==> src/rtl/hit_collector_if.sv <==
// hit_collector_if: candidate tags and checker results in, FIFO readout and drop accounting out.
interface hit_collector_if #(
   parameter int TAG_W = 48,
   parameter int DEPTH = 16
);
   logic                   in_valid;
   logic [TAG_W-1:0]       A_tag;
   logic [TAG_W-1:0]       B_tag;
   logic                   A_hit;
   logic                   B_hit;
   logic                   out_valid;
   logic                   out_ready;
   logic [TAG_W-1:0]       out_tag;
   logic                   out_port;
   logic [$clog2(DEPTH):0] pending;
   logic                   overflow;
   logic [15:0]            drop_count;
   logic                   clr_overflow;
   modport master (
      output in_valid, A_tag, B_tag, A_hit, B_hit, out_ready, clr_overflow,
      input  out_valid, out_tag, out_port, pending, overflow, drop_count
   );
   modport slave (
      input  in_valid, A_tag, B_tag, A_hit, B_hit, out_ready, clr_overflow,
      output out_valid, out_tag, out_port, pending, overflow, drop_count
   );
endinterface

==> src/rtl/hit_collector.sv <==
// hit_collector: aligns candidate tags with delayed checker hits and queues them in a FWFT FIFO
// with sticky overflow and a saturating drop counter.
module hit_collector #(
   parameter int TAG_W   = 48,
   parameter int LATENCY = 3,
   parameter int DEPTH   = 16
) (
   input logic clk,
   input logic rst,
   hit_collector_if.slave bus
);
   localparam int AW = $clog2(DEPTH);
   localparam int PW = AW + 1;
   localparam logic [PW-1:0] DEPTH_P = PW'(DEPTH);
   localparam logic [PW-1:0] TWO = PW'(2);
   logic [LATENCY-1:0] v;
   logic [TAG_W-1:0]   ta [LATENCY];
   logic [TAG_W-1:0]   tb [LATENCY];
   logic [TAG_W:0]     mem [DEPTH];
   logic [AW-1:0]      wr_ptr;
   logic [AW-1:0]      rd_ptr;
   logic [PW-1:0]      pending;
   logic [PW-1:0]      free;
   logic               overflow;
   logic [15:0]        drop_count;
   logic               pa;
   logic               pb;
   logic               wa;
   logic               wb;
   logic               pop;
   logic [1:0]         nw;
   logic [1:0]         nd;
   logic [16:0]        sum;
   always_ff @(posedge clk) begin
      ta[0] <= bus.A_tag;
      tb[0] <= bus.B_tag;
      for (int i = 1; i < LATENCY; i++) begin
         ta[i] <= ta[i-1];
         tb[i] <= tb[i-1];
      end
   end
   always_ff @(posedge clk) begin
      if (rst) begin
         v <= '0;
      end else begin
         v[0] <= bus.in_valid;
         for (int i = 1; i < LATENCY; i++) v[i] <= v[i-1];
      end
   end
   // Room is judged on pre-pop occupancy; A is served before B.
   always_comb begin
      pa  = v[LATENCY-1] & bus.A_hit;
      pb  = v[LATENCY-1] & bus.B_hit;
      free = DEPTH_P - pending;
      wa  = pa & (free != '0);
      wb  = pb & (pa ? (free >= TWO) : (free != '0));
      nw  = {1'b0, wa} + {1'b0, wb};
      nd  = {1'b0, pa & ~wa} + {1'b0, pb & ~wb};
      pop = (pending != '0) & bus.out_ready;
      sum = {1'b0, drop_count} + {15'd0, nd};
   end
   always_ff @(posedge clk) begin
      if (wa) mem[wr_ptr] <= {ta[LATENCY-1], 1'b0};
      if (wb) mem[wa ? wr_ptr + AW'(1) : wr_ptr] <= {tb[LATENCY-1], 1'b1};
   end
   always_ff @(posedge clk) begin
      if (rst) begin
         wr_ptr     <= '0;
         rd_ptr     <= '0;
         pending    <= '0;
         overflow   <= 1'b0;
         drop_count <= '0;
      end else begin
         wr_ptr  <= wr_ptr + AW'(nw);
         rd_ptr  <= rd_ptr + AW'(pop);
         pending <= pending + PW'(nw) - PW'(pop);
         if (nd != 2'd0) begin
            overflow   <= 1'b1;
            drop_count <= bus.clr_overflow ? {14'd0, nd} : (sum[16] ? 16'hFFFF : sum[15:0]);
         end else if (bus.clr_overflow) begin
            overflow   <= 1'b0;
            drop_count <= '0;
         end
      end
   end
   assign bus.out_valid  = pending != '0;
   assign bus.out_tag    = mem[rd_ptr][TAG_W:1];
   assign bus.out_port   = mem[rd_ptr][0];
   assign bus.pending    = pending;
   assign bus.overflow   = overflow;
   assign bus.drop_count = drop_count;
endmodule

==> src/flat_wrapper.sv <==
// flat-port wrapper written by rule: the top's interface ports become plain ports
module hit_collector_flat 
#(
   parameter int TAG_W   = 48,
   parameter int LATENCY = 3,
   parameter int DEPTH   = 16
)
  (clk, rst, bus_in_valid, bus_A_tag, bus_B_tag, bus_A_hit, bus_B_hit, bus_out_ready, bus_clr_overflow, bus_out_valid, bus_out_tag, bus_out_port, bus_pending, bus_overflow, bus_drop_count);
  hit_collector_if #(.TAG_W(TAG_W), .DEPTH(DEPTH)) bus_i ();
  input logic clk;
  input logic rst;
  input wire logic [$bits(bus_i.in_valid)-1:0] bus_in_valid;
  input wire logic [$bits(bus_i.A_tag)-1:0] bus_A_tag;
  input wire logic [$bits(bus_i.B_tag)-1:0] bus_B_tag;
  input wire logic [$bits(bus_i.A_hit)-1:0] bus_A_hit;
  input wire logic [$bits(bus_i.B_hit)-1:0] bus_B_hit;
  input wire logic [$bits(bus_i.out_ready)-1:0] bus_out_ready;
  input wire logic [$bits(bus_i.clr_overflow)-1:0] bus_clr_overflow;
  output wire logic [$bits(bus_i.out_valid)-1:0] bus_out_valid;
  output wire logic [$bits(bus_i.out_tag)-1:0] bus_out_tag;
  output wire logic [$bits(bus_i.out_port)-1:0] bus_out_port;
  output wire logic [$bits(bus_i.pending)-1:0] bus_pending;
  output wire logic [$bits(bus_i.overflow)-1:0] bus_overflow;
  output wire logic [$bits(bus_i.drop_count)-1:0] bus_drop_count;
  assign bus_i.in_valid = bus_in_valid;
  assign bus_i.A_tag = bus_A_tag;
  assign bus_i.B_tag = bus_B_tag;
  assign bus_i.A_hit = bus_A_hit;
  assign bus_i.B_hit = bus_B_hit;
  assign bus_i.out_ready = bus_out_ready;
  assign bus_i.clr_overflow = bus_clr_overflow;
  assign bus_out_valid = bus_i.out_valid;
  assign bus_out_tag = bus_i.out_tag;
  assign bus_out_port = bus_i.out_port;
  assign bus_pending = bus_i.pending;
  assign bus_overflow = bus_i.overflow;
  assign bus_drop_count = bus_i.drop_count;
  hit_collector #(.TAG_W(TAG_W), .LATENCY(LATENCY), .DEPTH(DEPTH)) u_core (.clk(clk), .rst(rst), .bus(bus_i));
endmodule
==> config.mk <==
export PLATFORM = sky130hd
export DESIGN_NAME = hit_collector_flat
export DESIGN_NICKNAME = d
export VERILOG_FILES = /design/src/rtl/hit_collector_if.sv /design/src/rtl/hit_collector.sv /design/src/flat_wrapper.sv
export SDC_FILE = /design/constraint.sdc
export NUM_CORES = 1
export LEC_CHECK = 0
export ABC_CLOCK_PERIOD_IN_PS = 14000
export CAP_MARGIN = 20
export CORE_ASPECT_RATIO = 0.9
export CORE_MARGIN = 1.5
export CORE_UTILIZATION = 50
export CTS_CLUSTER_DIAMETER = 40
export DETAILED_ROUTE_END_ITERATION = 7
export GPL_ROUTABILITY_DRIVEN = 0
export PLACE_DENSITY = 0.66
export SLEW_MARGIN = 20
export SYNTH_ARGS = -nofsm -noshare
export SYNTH_HDL_FRONTEND = slang
export SYNTH_SLANG_ARGS = --single-unit
==> constraint.sdc <==
create_clock -name clk -period 14 [get_ports clk]
set_clock_uncertainty 0.15 [all_clocks]
set_input_delay 2.1 -clock clk [delete_from_list [all_inputs] [get_ports clk]]
set_output_delay 2.1 -clock clk [all_outputs]
set_load 0.01 [all_outputs]
-- After elaboration in Yosys (flattened, before gate mapping)
Memories as Yosys holds them, arrays and structs flattened. A register that Yosys moved wholly into a read port is not among the register bits.
Index checks and enable logic that the tools add are counted.
- add/subtract/negate cells: 9
- multiplexer cells: 13
- $lt $le $gt $ge: 1
- reduce and logical (&&, ||, !) cells: 4
- bitwise operators: 9
- operator list (kind ; count):
    16-bit 2-to-1 mux ; 4
    16-bit by 2-bit adder with 17-bit output ; 1
    5-bit nonzero test ; 2
    4-bit 2-to-1 mux ; 2
    1-bit bitwise AND ; 7
    1-bit 2-to-1 mux ; 7
    5-bit by 2-bit adder with 5-bit output ; 1
    5-bit by 2-bit >= comparator with 1-bit output, second input constant ; 1
    5-bit by 1-bit subtractor with 5-bit output ; 1
    5-bit subtractor, first input constant ; 1
    1-bit by 1-bit adder with 2-bit output ; 2
    4-bit by 1-bit adder with 4-bit output ; 1
    4-bit by 1-bit adder with 4-bit output, second input constant ; 1
    4-bit by 2-bit adder with 4-bit output ; 1
    2-bit nonzero test ; 2
    1-bit inverter ; 2
- RAM bits: 1072
- output and inout port bits: 72
- bits in registers: 33
- input bits: 103
- word-level logic and storage cells: 45
- memories kept: 3
- memory list (name ; words ; bits a word ; rd ports ; clocked after memory_dff ; write ports ; RTL line ; source):
    u_core.mem ; 16 ; 49 ; 1 ; 1 ; 2 ; hit_collector.sv:19 ; logic [TAG_W:0] mem [DEPTH];
    u_core.ta ; 3 ; 48 ; 3 ; 0 ; 3 ; hit_collector.sv:17 ; logic [TAG_W-1:0] ta [LATENCY];
    u_core.tb ; 3 ; 48 ; 3 ; 0 ; 3 ; hit_collector.sv:18 ; logic [TAG_W-1:0] tb [LATENCY];

-- Longest topological paths before layout
- word-level depth: 11
- depth in mapped cells: 18
- depth with buffers taken out: 18

-- Worst setup path before layout
No wires, ideal clock.
- path kind: input port to flip-flop
- from: in bus_A_hit
- to: mem u_core.mem[13][10] (netlist name) (enable)
- slack: 6763 ps
- data required time: 13330 ps
- stages: 7
- buffers on the path: 3
- library setup time: 520 ps
- arrival time: 6567 ps
- cell sequence: nand2_1 nor2_1 nand2_1 clkbuf_1 clkbuf_1 buf_1 o21ai_0
- RTL lines (element ; RTL line ; source):
    start: declaration ; flat_wrapper.sv:15 ; input wire logic [$bits(bus_i.A_hit)-1:0] bus_A_hit;
    end: declaration ; hit_collector.sv:19 ;

==> results.toml <==
[status]
status = "completed"

[synth]
async_flop_share_pct = 0
synth_ff_type = "edfxtp_1"
syn_nets = 3621
yosys_warnings = 0
seq_area_frac_synth_pct = 60.66
netlist_area_mm2 = 0.04914
ys_seq_elements = 1105
synth_area_per_cell_um2 = 14.07
synth_cells = 3492
synth_edf_count = 768
ys_types = 54

[power_and_ir_drop]
ir_drop_mv = 0.1226
power_per_cell_area_mw_per_mm2 = 148.9
total_leakage_power_nw = 19.75

[cts]
htreeDepth = 4
cts_made_buffers = 148
insertion_delay_ps = 760
clockBufferDepth = 3
clkSlewWorstSetupHoldPaths_ps = 60
cts_setup_buffers = 0
cts_hold_buf = 0
cts-resized-gates = 0
cts.sinks = 1105
cts.root.buffer_cell = "clkbuf_16"
cts_tree = "built"

[detailed_routing]
drcViolationCount = 0
final_antenna_net_count = 0
routed_wl_um = 143700
firstDrtPassIters = 5
first_iter_violations = 4454
routedWlPerCell_um = 29.12
dr_total_vias = 32060
via_per_inst = 6.493

[timing]
setup_viol = 0
tns_ps = 0
relSlewSlack_pct = 16.43
rsz0062_at_grt = "false"
maxSlewViolCount = 0
hold_viol = 0
worstMarginPinSlew_ps = 1253
fmax_ghz = 0.1368
post-route-min-period_ps = 7309
fin_crit_sh_pct = 52.21

[critical_path]
critPathMaxStageDelay_ps = 930
reg2reg_depth = 13
path_buf_inv = 3
crit_type = "reg -> out"
critPathMaxFanout = 39
cp_num_cells = 5
critPathLaunch = "u_core.rd_ptr[0]"
start_kind = "flip-flop"
regToRegStartpoint = "u_core.bus.pending[1]"
end_kind = "primary output"
r2r_setup_slack_ps = 7870
cp.arrival_ps = 5060
rr_endpoint = "u_core.mem[5][44]"
cp_top_family = "buffers and inverters"
crit_slowest_cell = "dfxtp_4"
cp.required_ps = 11750
crit_end = "bus_out_tag[6]"
path_cells = "buf_4, buf_4, mux4_2, mux4_2, clkdlybuf4s50_1"

[place]
io_buffers = 174
dpl.hpwl_um = 75160

[layout]
area_growth_syn_to_layout_pct = 15.98
drive_above_1_share_pct = 27.35
mostFrequentLayoutCell = "edfxtp_1"
fin_nets = 3681
post-route-util_pct = 58.83
layout_common_cells = "edfxtp_1 (768), nor2_1 (453), mux2_2 (411)"

[floorplan]
initial_core_util_pct = 50.72
ios = 175
fp.dieH_um = 300.4
placementRows = 108
die_area_mm2 = 0.1002
coreArea_mm2 = 0.09689
die_w_um = 333.5

[global_routing]
grt_max_degree = 88
grt_first_pass_wirelength_um = 211400
track_usage_pct = 28.65
grt-ovfl-total = 0
antenna_found_initial = 3
grt_pass1_vias = 32920

[job]
max_cap_viol_count = 0

[worst_hold_path]
hold_path_class = "reg -> reg"
-- state kept, by name, indices dropped and copies added (netlist names) --
name and flops:
u_core.mem 784, u_core.ta 144, u_core.tb 144, u_core.bus.drop_count 16, u_core.bus.pending 5, u_core.rd_ptr 4, u_core.wr_ptr 4, u_core.v 3
u_core.bus.overflow 1
-- synth_stat cells (2+ instances only) --
master	count	area share, %
o211ai_1	4	0.061
and3_1	4	0.051
o21ai_0	31	0.32
nor3_1	8	0.081
xnor2_1	4	0.071
a221oi_2	3	0.092
o2bb2ai_1	51	0.91
nor2b_1	16	0.20
and4_1	6	0.11
nand4_1	2	0.025
o31ai_1	144	2.2
nand2_1	363	2.8
a2bb2o_1	141	2.9
a211oi_1	2	0.031
mux2_1	21	0.48
dfxtp_1	337	14
a311oi_1	3	0.053
and2_1	7	0.089
nor4_1	4	0.051
o22ai_1	2	0.025
nand3_1	9	0.092
or4_1	2	0.031
xor2_1	4	0.071
mux4_2	245	11
fa_1	3	0.12
edfxtp_1	768	47
a21o_1	6	0.092
ha_1	23	0.59
a222oi_1	2	0.041
a31oi_1	7	0.089
o21bai_1	6	0.092
buf_2	42	0.43
or2_2	3	0.038
a21oi_1	18	0.18
nand2b_1	12	0.15
or3_1	8	0.10
clkbuf_1	239	1.8
mux2_2	411	9.4
inv_1	19	0.15
buf_4	10	0.15
o21ai_1	2	0.020
nor2_1	457	3.5
buf_1	32	0.24
-- routing by layer --
layer,track usage (%),vias to the layer above,wire length [um]
met1,39.30,16240,56510
met3,6.504,344,16060
met2,44.45,2101,66210
met5,0,-,26
li1,-,13370,-
met4,11.67,4,4946
-- worst min-delay path by stage --
stage / startpoint / endpoint / slack [ps] / cells after the start
global route: u_core.ta[0][89] / u_core.ta[0][137] / 170 / 0
floorplan: u_core.ta[0][52] / u_core.ta[0][100] / 160 / 0
detailed placement: u_core.ta[0][78] / u_core.ta[0][126] / 160 / 0
global placement: u_core.tb[0][52] / u_core.tb[0][100] / 160 / 0
finish: u_core.ta[0][39] / u_core.ta[0][87] / 170 / 0
CTS: u_core.ta[0][39] / u_core.ta[0][87] / 170 / 0
-- per-stage QoR --
| stage | cell area [um2] | setup slack, ps | std cells | total power [W] | hold slack (ps) |
|---|---|---|---|---|---|
| floorplan | 49140 | 6763 | 3492 | 0.004308 | 159.6 |
| global placement | 51940 | 7123 | 4663 | 0.004727 | 161.0 |
| detailed placement | 51970 | 7007 | 4664 | 0.004741 | 162.1 |
| CTS | 56950 | 6504 | 4933 | 0.008496 | 167.9 |
| global route | 57000 | 6359 | 4936 | 0.008734 | 174.5 |
| finish | 57000 | 6691 | 4937 | 0.008486 | 166.2 |
-- where the power goes --
group	total, W	internal [W]	switching [W]
clock	0.00377	0.00232	0.00145
sequential	0.00364	0.00352	0.000124
combinational	0.00107	0.000561	0.000509
-- kinds of logic after synthesis --
family          after synthesis  share of synthesized area, %
mux                         678                         21.15
fa+ha+maj                    26                        0.7078
simple gates                904                         7.335
flops                      1105                         60.66
compound gates              429                         7.215
buf+inv                     342                         2.796
xor+xnor                      8                        0.1426
-- final cells by class --
type,count,area [um2]
timing repair buffer,233,2232
sequential,1105,29820
antenna,1,2.502
clock inverter,73,745.7
multi-input combinational,2045,18300
fill,7389,39890
tap,1265,1583
clock buffer,196,4240
inverter,19,71.32
No activity file was read; power rests on OpenSTA's default activity.
